==> src/rtl/spi_rr_arbiter.sv <==
// Purpose : round-robin arbiter/sequencer sharing one SPI byte engine between NREQ requesters.
// Latency : req -> grant 1 cycle, -> eng_start/ss_n low 2 cycles; eng_done -> rx_valid 1 cycle.
// Backpr. : WAIT stalls until eng_done; optional watchdog (define SPI_ARB_TIMEOUT_EN) aborts after TIMEOUT cycles.
module spi_rr_arbiter #(
    parameter int NREQ    = 4,
    parameter int LEN_W   = 4,
    parameter int TIMEOUT = 255
) (
    input  logic                  clk,
    input  logic                  reset,
    input  logic [NREQ-1:0]       req,
    input  logic [NREQ*LEN_W-1:0] req_len,
    input  logic [NREQ*8-1:0]     req_tx_data,
    output logic [NREQ-1:0]       grant,
    output logic                  tx_pop,
    output logic [7:0]            rx_data,
    output logic                  rx_valid,
    output logic [NREQ-1:0]       txn_done,
    output logic                  busy,
    output logic                  ss_n,
    output logic                  eng_start,
    output logic [7:0]            eng_tx_data,
    input  logic                  eng_done,
    input  logic [7:0]            eng_rx_data,
    output logic                  timeout_err
);

    localparam int PW = (NREQ > 1) ? $clog2(NREQ) : 1;

    // Elaboration-time guard on the supported configuration range.
    if (NREQ < 2 || NREQ > 8 || TIMEOUT < 1) begin : g_bad_param
        $error("spi_rr_arbiter: unsupported parameter value");
    end

    typedef enum logic [1:0] {S_IDLE, S_LOAD, S_WAIT, S_RELEASE} state_t;

    state_t            state_q, state_d;
    logic [NREQ-1:0]   grant_q, grant_d;
    logic [PW-1:0]     owner_q, owner_d;
    logic [PW-1:0]     rr_ptr_q, rr_ptr_d;
    logic [LEN_W-1:0]  remaining_q, remaining_d;
    logic              tx_pop_q, tx_pop_d;
    logic [7:0]        rx_data_q, rx_data_d;
    logic              rx_valid_q, rx_valid_d;
    logic [NREQ-1:0]   txn_done_q, txn_done_d;
    logic              busy_q, busy_d;
    logic              ss_n_q, ss_n_d;
    logic              eng_start_q, eng_start_d;
    logic [7:0]        eng_tx_data_q, eng_tx_data_d;

    logic              pick_vld;
    logic [PW-1:0]     pick_idx;
    logic [LEN_W-1:0]  pick_len;
    logic [7:0]        owner_tx;

`ifdef SPI_ARB_TIMEOUT_EN
    localparam int TMO_W = $clog2(TIMEOUT + 1);
    logic [TMO_W-1:0]  tmo_q, tmo_d;
    logic              timeout_err_q, timeout_err_d;
`endif

    // Round-robin pick: first requester strictly after the pointer, wrapping; the last owner goes last.
    always_comb begin
        pick_vld = 1'b0;
        pick_idx = '0;
        for (int i = 1; i <= NREQ; i++) begin
            if (!pick_vld && req[(int'(rr_ptr_q) + i) % NREQ]) begin
                pick_vld = 1'b1;
                pick_idx = PW'((int'(rr_ptr_q) + i) % NREQ);
            end
        end
        pick_len = req_len[int'(pick_idx)*LEN_W +: LEN_W];
        owner_tx = req_tx_data[int'(owner_q)*8 +: 8];
    end

    // Sequencer next-state and registered-output computation.
    always_comb begin
        state_d       = state_q;
        grant_d       = grant_q;
        owner_d       = owner_q;
        rr_ptr_d      = rr_ptr_q;
        remaining_d   = remaining_q;
        tx_pop_d      = 1'b0;
        rx_data_d     = rx_data_q;
        rx_valid_d    = 1'b0;
        txn_done_d    = '0;
        busy_d        = busy_q;
        ss_n_d        = ss_n_q;
        eng_start_d   = 1'b0;
        eng_tx_data_d = eng_tx_data_q;
`ifdef SPI_ARB_TIMEOUT_EN
        tmo_d         = tmo_q;
        timeout_err_d = timeout_err_q;
`endif
        case (state_q)
            S_IDLE: begin
                if (pick_vld) begin
                    grant_d     = {{(NREQ-1){1'b0}}, 1'b1} << pick_idx;
                    owner_d     = pick_idx;
                    busy_d      = 1'b1;
                    // A zero length still moves one byte.
                    remaining_d = (pick_len == '0) ? LEN_W'(1) : pick_len;
                    state_d     = S_LOAD;
                end
            end
            S_LOAD: begin
                eng_start_d   = 1'b1;
                eng_tx_data_d = owner_tx;
                tx_pop_d      = 1'b1;
                ss_n_d        = 1'b0;
`ifdef SPI_ARB_TIMEOUT_EN
                tmo_d         = '0;
`endif
                state_d       = S_WAIT;
            end
            S_WAIT: begin
                if (eng_done) begin
                    rx_data_d   = eng_rx_data;
                    rx_valid_d  = 1'b1;
                    remaining_d = remaining_q - LEN_W'(1);
                    state_d     = (remaining_q == LEN_W'(1)) ? S_RELEASE : S_LOAD;
                end
`ifdef SPI_ARB_TIMEOUT_EN
                else if (tmo_q == TMO_W'(TIMEOUT - 1)) begin
                    timeout_err_d = 1'b1;
                    state_d       = S_RELEASE;
                end else begin
                    tmo_d = tmo_q + TMO_W'(1);
                end
`endif
            end
            S_RELEASE: begin
                ss_n_d     = 1'b1;
                txn_done_d = grant_q;
                rr_ptr_d   = owner_q;
                grant_d    = '0;
                busy_d     = 1'b0;
                state_d    = S_IDLE;
            end
            default: state_d = S_IDLE;
        endcase
    end

    // State and output registers; synchronous reset returns everything to idle values.
    always_ff @(posedge clk) begin
        if (reset) begin
            state_q       <= S_IDLE;
            grant_q       <= '0;
            owner_q       <= '0;
            rr_ptr_q      <= PW'(NREQ - 1);
            remaining_q   <= '0;
            tx_pop_q      <= 1'b0;
            rx_data_q     <= '0;
            rx_valid_q    <= 1'b0;
            txn_done_q    <= '0;
            busy_q        <= 1'b0;
            ss_n_q        <= 1'b1;
            eng_start_q   <= 1'b0;
            eng_tx_data_q <= '0;
`ifdef SPI_ARB_TIMEOUT_EN
            tmo_q         <= '0;
            timeout_err_q <= 1'b0;
`endif
        end else begin
            state_q       <= state_d;
            grant_q       <= grant_d;
            owner_q       <= owner_d;
            rr_ptr_q      <= rr_ptr_d;
            remaining_q   <= remaining_d;
            tx_pop_q      <= tx_pop_d;
            rx_data_q     <= rx_data_d;
            rx_valid_q    <= rx_valid_d;
            txn_done_q    <= txn_done_d;
            busy_q        <= busy_d;
            ss_n_q        <= ss_n_d;
            eng_start_q   <= eng_start_d;
            eng_tx_data_q <= eng_tx_data_d;
`ifdef SPI_ARB_TIMEOUT_EN
            tmo_q         <= tmo_d;
            timeout_err_q <= timeout_err_d;
`endif
        end
    end

    assign grant       = grant_q;
    assign tx_pop      = tx_pop_q;
    assign rx_data     = rx_data_q;
    assign rx_valid    = rx_valid_q;
    assign txn_done    = txn_done_q;
    assign busy        = busy_q;
    assign ss_n        = ss_n_q;
    assign eng_start   = eng_start_q;
    assign eng_tx_data = eng_tx_data_q;
`ifdef SPI_ARB_TIMEOUT_EN
    assign timeout_err = timeout_err_q;
`else
    assign timeout_err = 1'b0;
`endif

endmodule
==> config.mk <==
export PLATFORM = sky130hd
export DESIGN_NAME = spi_rr_arbiter
export DESIGN_NICKNAME = d
export VERILOG_FILES = /design/src/rtl/spi_rr_arbiter.sv
export SDC_FILE = /design/constraint.sdc
export NUM_CORES = 1
export LEC_CHECK = 0
export CAP_MARGIN = 20
export CORE_MARGIN = 4
export CORE_UTILIZATION = 36
export DETAILED_ROUTE_END_ITERATION = 6
export PLACE_DENSITY = 0.76
export SETUP_SLACK_MARGIN = 0.3
export SYNTH_ARGS = -nofsm -noshare
export SYNTH_HDL_FRONTEND = slang
export SYNTH_SLANG_ARGS = --single-unit
==> constraint.sdc <==
create_clock -name clk -period 2.1 [get_ports clk]
set_input_delay 0.42 -clock clk [delete_from_list [all_inputs] [get_ports clk]]
set_output_delay 0.42 -clock clk [all_outputs]
set_load 0.02 [all_outputs]
# --- After elaboration in Yosys (flattened, before gate mapping) ---
# Index checks and enable logic that the tools add are counted.
classes:
  bitwise_logic: 6
  mux: 35
  n_eq_ne: 6
  n_reduce_logical: 22
  shift: 3
  order_cmp: 4
  add_sub_neg: 5
op_table:
  columns: ["cell", "count"]
  rows:
  - ["$shiftx A32 B6 Y8", 1]
  - ["$lt A3 B4 Y1 const B", 4]
  - ["$mux W4", 4]
  - ["$pmux W4 S2", 2]
  - ["$shiftx A16 B5 Y4", 1]
  - ["$mux W1", 15]
  - ["$mux W2", 7]
  - ["$reduce_or A2 Y1", 6]
  - ["$bmux W1 S2", 4]
  - ["$pmux W2 S4", 1]
  - ["$reduce_and A2 Y1", 4]
  - ["$reduce_bool A2 Y1", 3]
  - ["$add A2 B1 Y2 const B", 2]
  - ["$add A2 B2 Y2 const B", 2]
  - ["$and A1 B1 Y1 const A", 4]
  - ["$eq A2 B2 Y1 const B", 2]
  - ["$eq A4 B1 Y1 const B", 1]
  - ["$logic_not A4 Y1", 1]
  - ["$ne A2 B2 Y1 const B", 2]
  - ["$pmux W1 S2", 2]
  - ["$shl A1 B2 Y4 const A", 1]
  - ["$sub A4 B1 Y4 const B", 1]
  - ["$logic_and A1 B1 Y1", 3]
  - ["$logic_not A1 Y1", 3]
  - ["4 further kinds", 5]
totals:
  wordCells: 93
  in_bits: 63
  ff_bits: 38

# --- Depth between registers and ports, before layout ---
depth:
  word_depth: 21
  depth_mapped: 7
  mapped_depth_nobuf: 6

# --- Worst setup path after synthesis ---
# Ideal clock, no wire load.
synth_path:
  path_type: "in2reg"
  start: "input port req[0]"
  end: "register remaining_q[0]"
  arrival_time_ns: 1.924
  path_buffers: 1
  slack_ns: 0.090
  t_required_ns: 2.014
  setup_ns: 0.086
  path_stages: 7
  cell_sequence: "o21a_1 a211oi_1 buf_6 mux2i_1 mux2i_1 o41a_1 a221oi_2"
synth_between:
  elab_chain_len: 18
  word_cells_on_any_way: 33
synth_lines:
  columns: ["element", "line", "rtl"]
  rows:
  - ["start, declared", "11", "input logic [NREQ-1:0] req,"]
  - ["$bmux W1 S2", "67", "if (!pick_vld && req[(int'(rr_ptr_q) + i) % NREQ]) begin"]
  - ["$mux W1 (implied by the code) (2 in a row)", "67", null]
  - ["$mux W1", "67", null]
  - ["$logic_not A1 Y1", "67", null]
  - ["$logic_and A1 B1 Y1", "67", null]
  - ["$mux W1", "67", null]
  - ["$logic_not A1 Y1", "67", null]
  - ["$logic_and A1 B1 Y1", "67", null]
  - ["$mux W1", "67", null]
  - ["$logic_not A1 Y1", "67", null]
  - ["$logic_and A1 B1 Y1", "67", null]
  - ["$mux W2", "67", null]
  - ["$shiftx A16 B5 Y4", "72", "pick_len = req_len[int'(pick_idx)*LEN_W +: LEN_W];"]
  - ["$logic_not A4 Y1", "102", "remaining_d = (pick_len == '0) ? LEN_W'(1) : pick_len;"]
  - ["$mux W4", "102", null]
  - ["$mux W4", "97", "if (pick_vld) begin"]
  - ["$pmux W4 S2", "95", "case (state_q)"]
  - ["end signal, assigned", "169", "remaining_q <= remaining_d;"]
  - ["end, declared", "41", "logic [LEN_W-1:0] remaining_q, remaining_d;"]
# Several ways; a longest one is shown, not always the timed one. The select of a mux whose other input is x is not followed.
# A chain may end at the register's enable or synchronous reset.

# --- Worst setup path after layout ---
layout_path:
  start: "register rr_ptr_q[0]"
  end: "register remaining_q[0]"
layout_between:
  elab_chain_len: 19
  word_cells_on_any_way: 37
layout_lines:
  columns: ["element", "line", "rtl"]
  rows:
  - ["start, declared", "40", "logic [PW-1:0] rr_ptr_q, rr_ptr_d;"]
  - ["start signal, assigned", "150", "rr_ptr_q <= PW'(NREQ - 1);"]
  - ["start signal, assigned", "168", "rr_ptr_q <= rr_ptr_d;"]
  - ["$add A2 B1 Y2", "67, 69", null]
  - ["$bmux W1 S2", "67", null]
  - ["$mux W1 (implied by the code) (2 in a row)", "67", null]
  - ["$mux W1", "67", null]
  - ["$logic_not A1 Y1", "67", null]
  - ["$logic_and A1 B1 Y1", "67", null]
  - ["$mux W1", "67", null]
  - ["$logic_not A1 Y1", "67", null]
  - ["[... 2 more ...]", null, null]
  - ["$logic_not A1 Y1", "67", null]
  - ["$logic_and A1 B1 Y1", "67", null]
  - ["$mux W2", "67", null]
  - ["$shiftx A16 B5 Y4", "72", null]
  - ["$logic_not A4 Y1", "102", null]
  - ["$mux W4", "102", null]
  - ["$mux W4", "97", null]
  - ["$pmux W4 S2", "95", null]
# Several ways; a longest one is shown, not always the timed one. The select of a mux whose other input is x is not followed.

==> impl_metrics.csv <==
group,metric,value,unit
status,run_status,"complete, no violations",
power,powerDensity,717.4,mW/mm^2
yosys,avgSynthCellArea,9.054,sq um
hold_path,hold_class,"reg2reg",
die,core,0.004848,sq mm
setup_path,slowest_delay,420,ps
placement,dpl.hpwl,4030,um
hold_path,hold-path-endpoint,"rx_data[3]",
placement,io_buffer_count,91,
global_routing,grtUsageMet2,0.3022,
drt,wl_per_cell,14.29,um
setup_path,cpMaxStageDelayCell,"o41a_1",
setup_path,cp_max_fo,3,
die,die_area,0.006313,sq mm
drt,drc,0,
sta,max_freq,0.4929,GHz
drt,ant_nets,0,
setup_path,critPathTopFamily,"compound AO/OA/AOI/OAI gates",
global_routing,grt_max_degree,39,
hold_path,holdCritStartpoint,"rx_data[3]",
sta,setup_viol,0,
placement,place_ws,-425.6,ps
setup_path,cp-end-kind,"flop",
global_routing,grt_usage,0.1730,
drt,initialDrtViolationCount,64,
yosys,yosys_warnings,0,
final_layout,diodes,0,
global_routing,grt_pass1_wl,8707,um
setup_path,critPathArrivalTime,2230,ps
setup_path,required,2300,ps
placement,place_congestion,0.8276,
final_layout,area_growth,71.95,%
setup_path,crit_chain,"buf_6 > nor3b_2 > a211oi_2 > buf_6 > buf_4 > mux2i_1 > mux2i_1 > o41a_1 > a221oi_2",
sta,period_share,0.9661,
clock_network,ctsLongestPathBuffers,2,
global_routing,grt-ovfl-total,0,
power,leakage,0.001182,uW
sta,worstMarginPinSlew,599.8,ps
drt,drt-total-wl,5386,um
setup_path,critPathLaunch,"rr_ptr_q[0]",
die,placement_rows,25,
final_layout,nets,374,
sta,min_period,2029,ps
yosys,synth_cell_types,34,
global_routing,met3_usage,0.05530,
die,start_util,0.3791,
final_layout,drive_above_1_share,0.1903,
die,die_x,79.46,um
die,die_h,79.46,um
clock_network,root_buffer,"clkbuf_8",
run,drv_cap,0,
sta,finalHoldViolCount,0,
clock_network,htree_levels,2,
clock_network,cts_tree,"done",
drt,via_per_inst,5.064,
final_layout,final_core_util,0.6519,
drt,first_pass_iters,6,
yosys,synth.ff_latch_count,38,
setup_path,r2r_setup_slack,70,ps
setup_path,rr_worst_depth,9,
sta,slew_headroom,0.5986,
yosys,syn_inst,203,
power,peakVddDrop,0.0004250,V
clock_network,clk_pin_slew,70,ps
setup_path,r2r_start,"rr_ptr_q[0]",
setup_path,startpoint_type,"flop",
clock_network,clock_latency,290,ps
sta,clock_skew,5.574,ps
die,ios,93,
hold_path,min_path_cells,2,
setup_path,cp_num_buf_inv,3,
sta,finalWorstSetupSlack,71.21,ps
yosys,syn_nets,268,
setup_path,reg2reg_to,"remaining_q[0]",
drt,vias,1909,
global_routing,antenna_found_initial,0,
global_routing,use_met1,0.2025,
sta,rsz0062_at_grt,"yes",
global_routing,grt-busiest-layer,"met2",
yosys,ys_seq_area_frac,0.4139,
sta,holdWs,454.7,ps
clock_network,cts.sinks,38,
sta,tns,0,ps
clock_network,cts_buffers,5,
sta,finalMaxSlewViolations,0,
setup_path,critPathKind,"reg2reg",
global_routing,grt_pass1_vias,1884,
yosys,syn_area,0.001838,sq mm
flip-flops by register name, indices dropped and copies added (netlist names), 2 cells and up:
signal	cells
state_q	2
grant	4
remaining_q	4
rx_data	8
owner_q	2
eng_tx_data	8
rr_ptr_q	2
txn_done	4
cells in the final DEF, fill, tap and decap left out, types with 2 or more instances in the layout:
cell type        count
clkdlybuf4s50_1     87
dfxtp_1             36
nand2_1             31
a21oi_1             22
nor2_1              20
buf_4               20
mux2i_1             10
nand3_1              8
mux4_2               8
clkbuf_8             6
inv_1                5
nor3b_1              4
a32oi_1              4
nand2b_1             3
a211oi_2             3
mux2i_2              3
nor3_1               2
and3_1               2
a211o_1              2
o21ai_0              2
a222oi_1             2
ha_1                 2
bufinv_16            2
buf_2                2
buf_6                2
buf_12               2
dfxtp_2              2
tightest hold or removal path, cell delays in order, from the launching register on:
cell	delay, ps
dfxtp_1	310
nand2_1	50
a21oi_1	50
report_power, final:
| group | total [uW] | switching (uW) | internal (uW) |
|---|---|---|---|
| logic | 660 | 280 | 380 |
| clock network | 762 | 255 | 507 |
| registers | 845 | 64.4 | 781 |
per-stage QoR:
stage	power (uW)	instance area, sq um	instances
detailed placement	1472	2900	362
global route	2397	3161	377
CTS	2248	3067	373
finish	2267	3161	377
global placement	1460	2900	362
floorplan	1179	1843	203
layout make-up:
cell class	count	area [sq um]
Multi-Input combinational cell	144	1039
Sequential cell	38	763.2
Clock buffer	6	82.58
Fill cell	408	1688
Tap cell	67	83.83
Clock inverter	2	60.06
Inverter	5	18.77
Timing Repair Buffer	115	1114
cells in the mapped netlist (all sizes together):
cell | count | share of area
nor3b | 5 | 0.023
buf | 6 | 0.022
nor3 | 3 | 0.011
a211oi | 4 | 0.016
o21a | 1 | 0.0041
nand3 | 8 | 0.022
mux2i | 14 | 0.076
a211o | 3 | 0.014
clkbuf | 10 | 0.020
nor2b | 1 | 0.0034
inv | 5 | 0.010
dfxtp | 38 | 0.41
nand2b | 4 | 0.014
and2 | 1 | 0.0034
nor2 | 20 | 0.041
or3 | 1 | 0.0034
a221oi | 1 | 0.0082
nand2 | 31 | 0.063
and3 | 2 | 0.0068
mux4 | 8 | 0.098
a21oi | 23 | 0.063
a32oi | 4 | 0.019
conb | 1 | 0.0020
a222oi | 2 | 0.011
o41a | 1 | 0.0061
o21ai | 3 | 0.0082
nor4 | 1 | 0.0034
ha | 2 | 0.014
layer usage:
layer	routed length, um	vias to the layer above
li1	-	934
met1	2198	883
met2	2591	84
met3	521	8
met4	75	0
met5	0	-
cell families after synthesis:
| family | after synthesis | synth area share |
|---|---|---|
| adders and majority gates | 2 | 0.01361 |
| AOI/OAI and AO/OA | 42 | 0.1498 |
| buffers and inverters | 21 | 0.05242 |
| DFF | 38 | 0.4139 |
| other | 1 | 0.002040 |
| and+or+nand+nor | 77 | 0.1940 |
| muxes | 22 | 0.1743 |
worst max-delay path by stage:
| stage | slack, ps | to | cells past startpoint |
|---|---|---|---|
| floorplan | 190 | remaining_q[0] | 7 |
| detailed placement | -430 | remaining_q[0] | 8 |
| finish | 70 | remaining_q[0] | 9 |
| global placement | -350 | remaining_q[0] | 8 |
| global route | -30 | remaining_q[0] | 8 |
| CTS | 90 | remaining_q[0] | 7 |
repair_timing:
item                       CTS  global route
setup endpoints to repair   10             6
resized for setup           16            12
hold buffers                 0             0
pin swaps                    5             4
cloned                       1             0
setup buffers                2             4
Note: power is estimated with default switching activity, not from simulation.
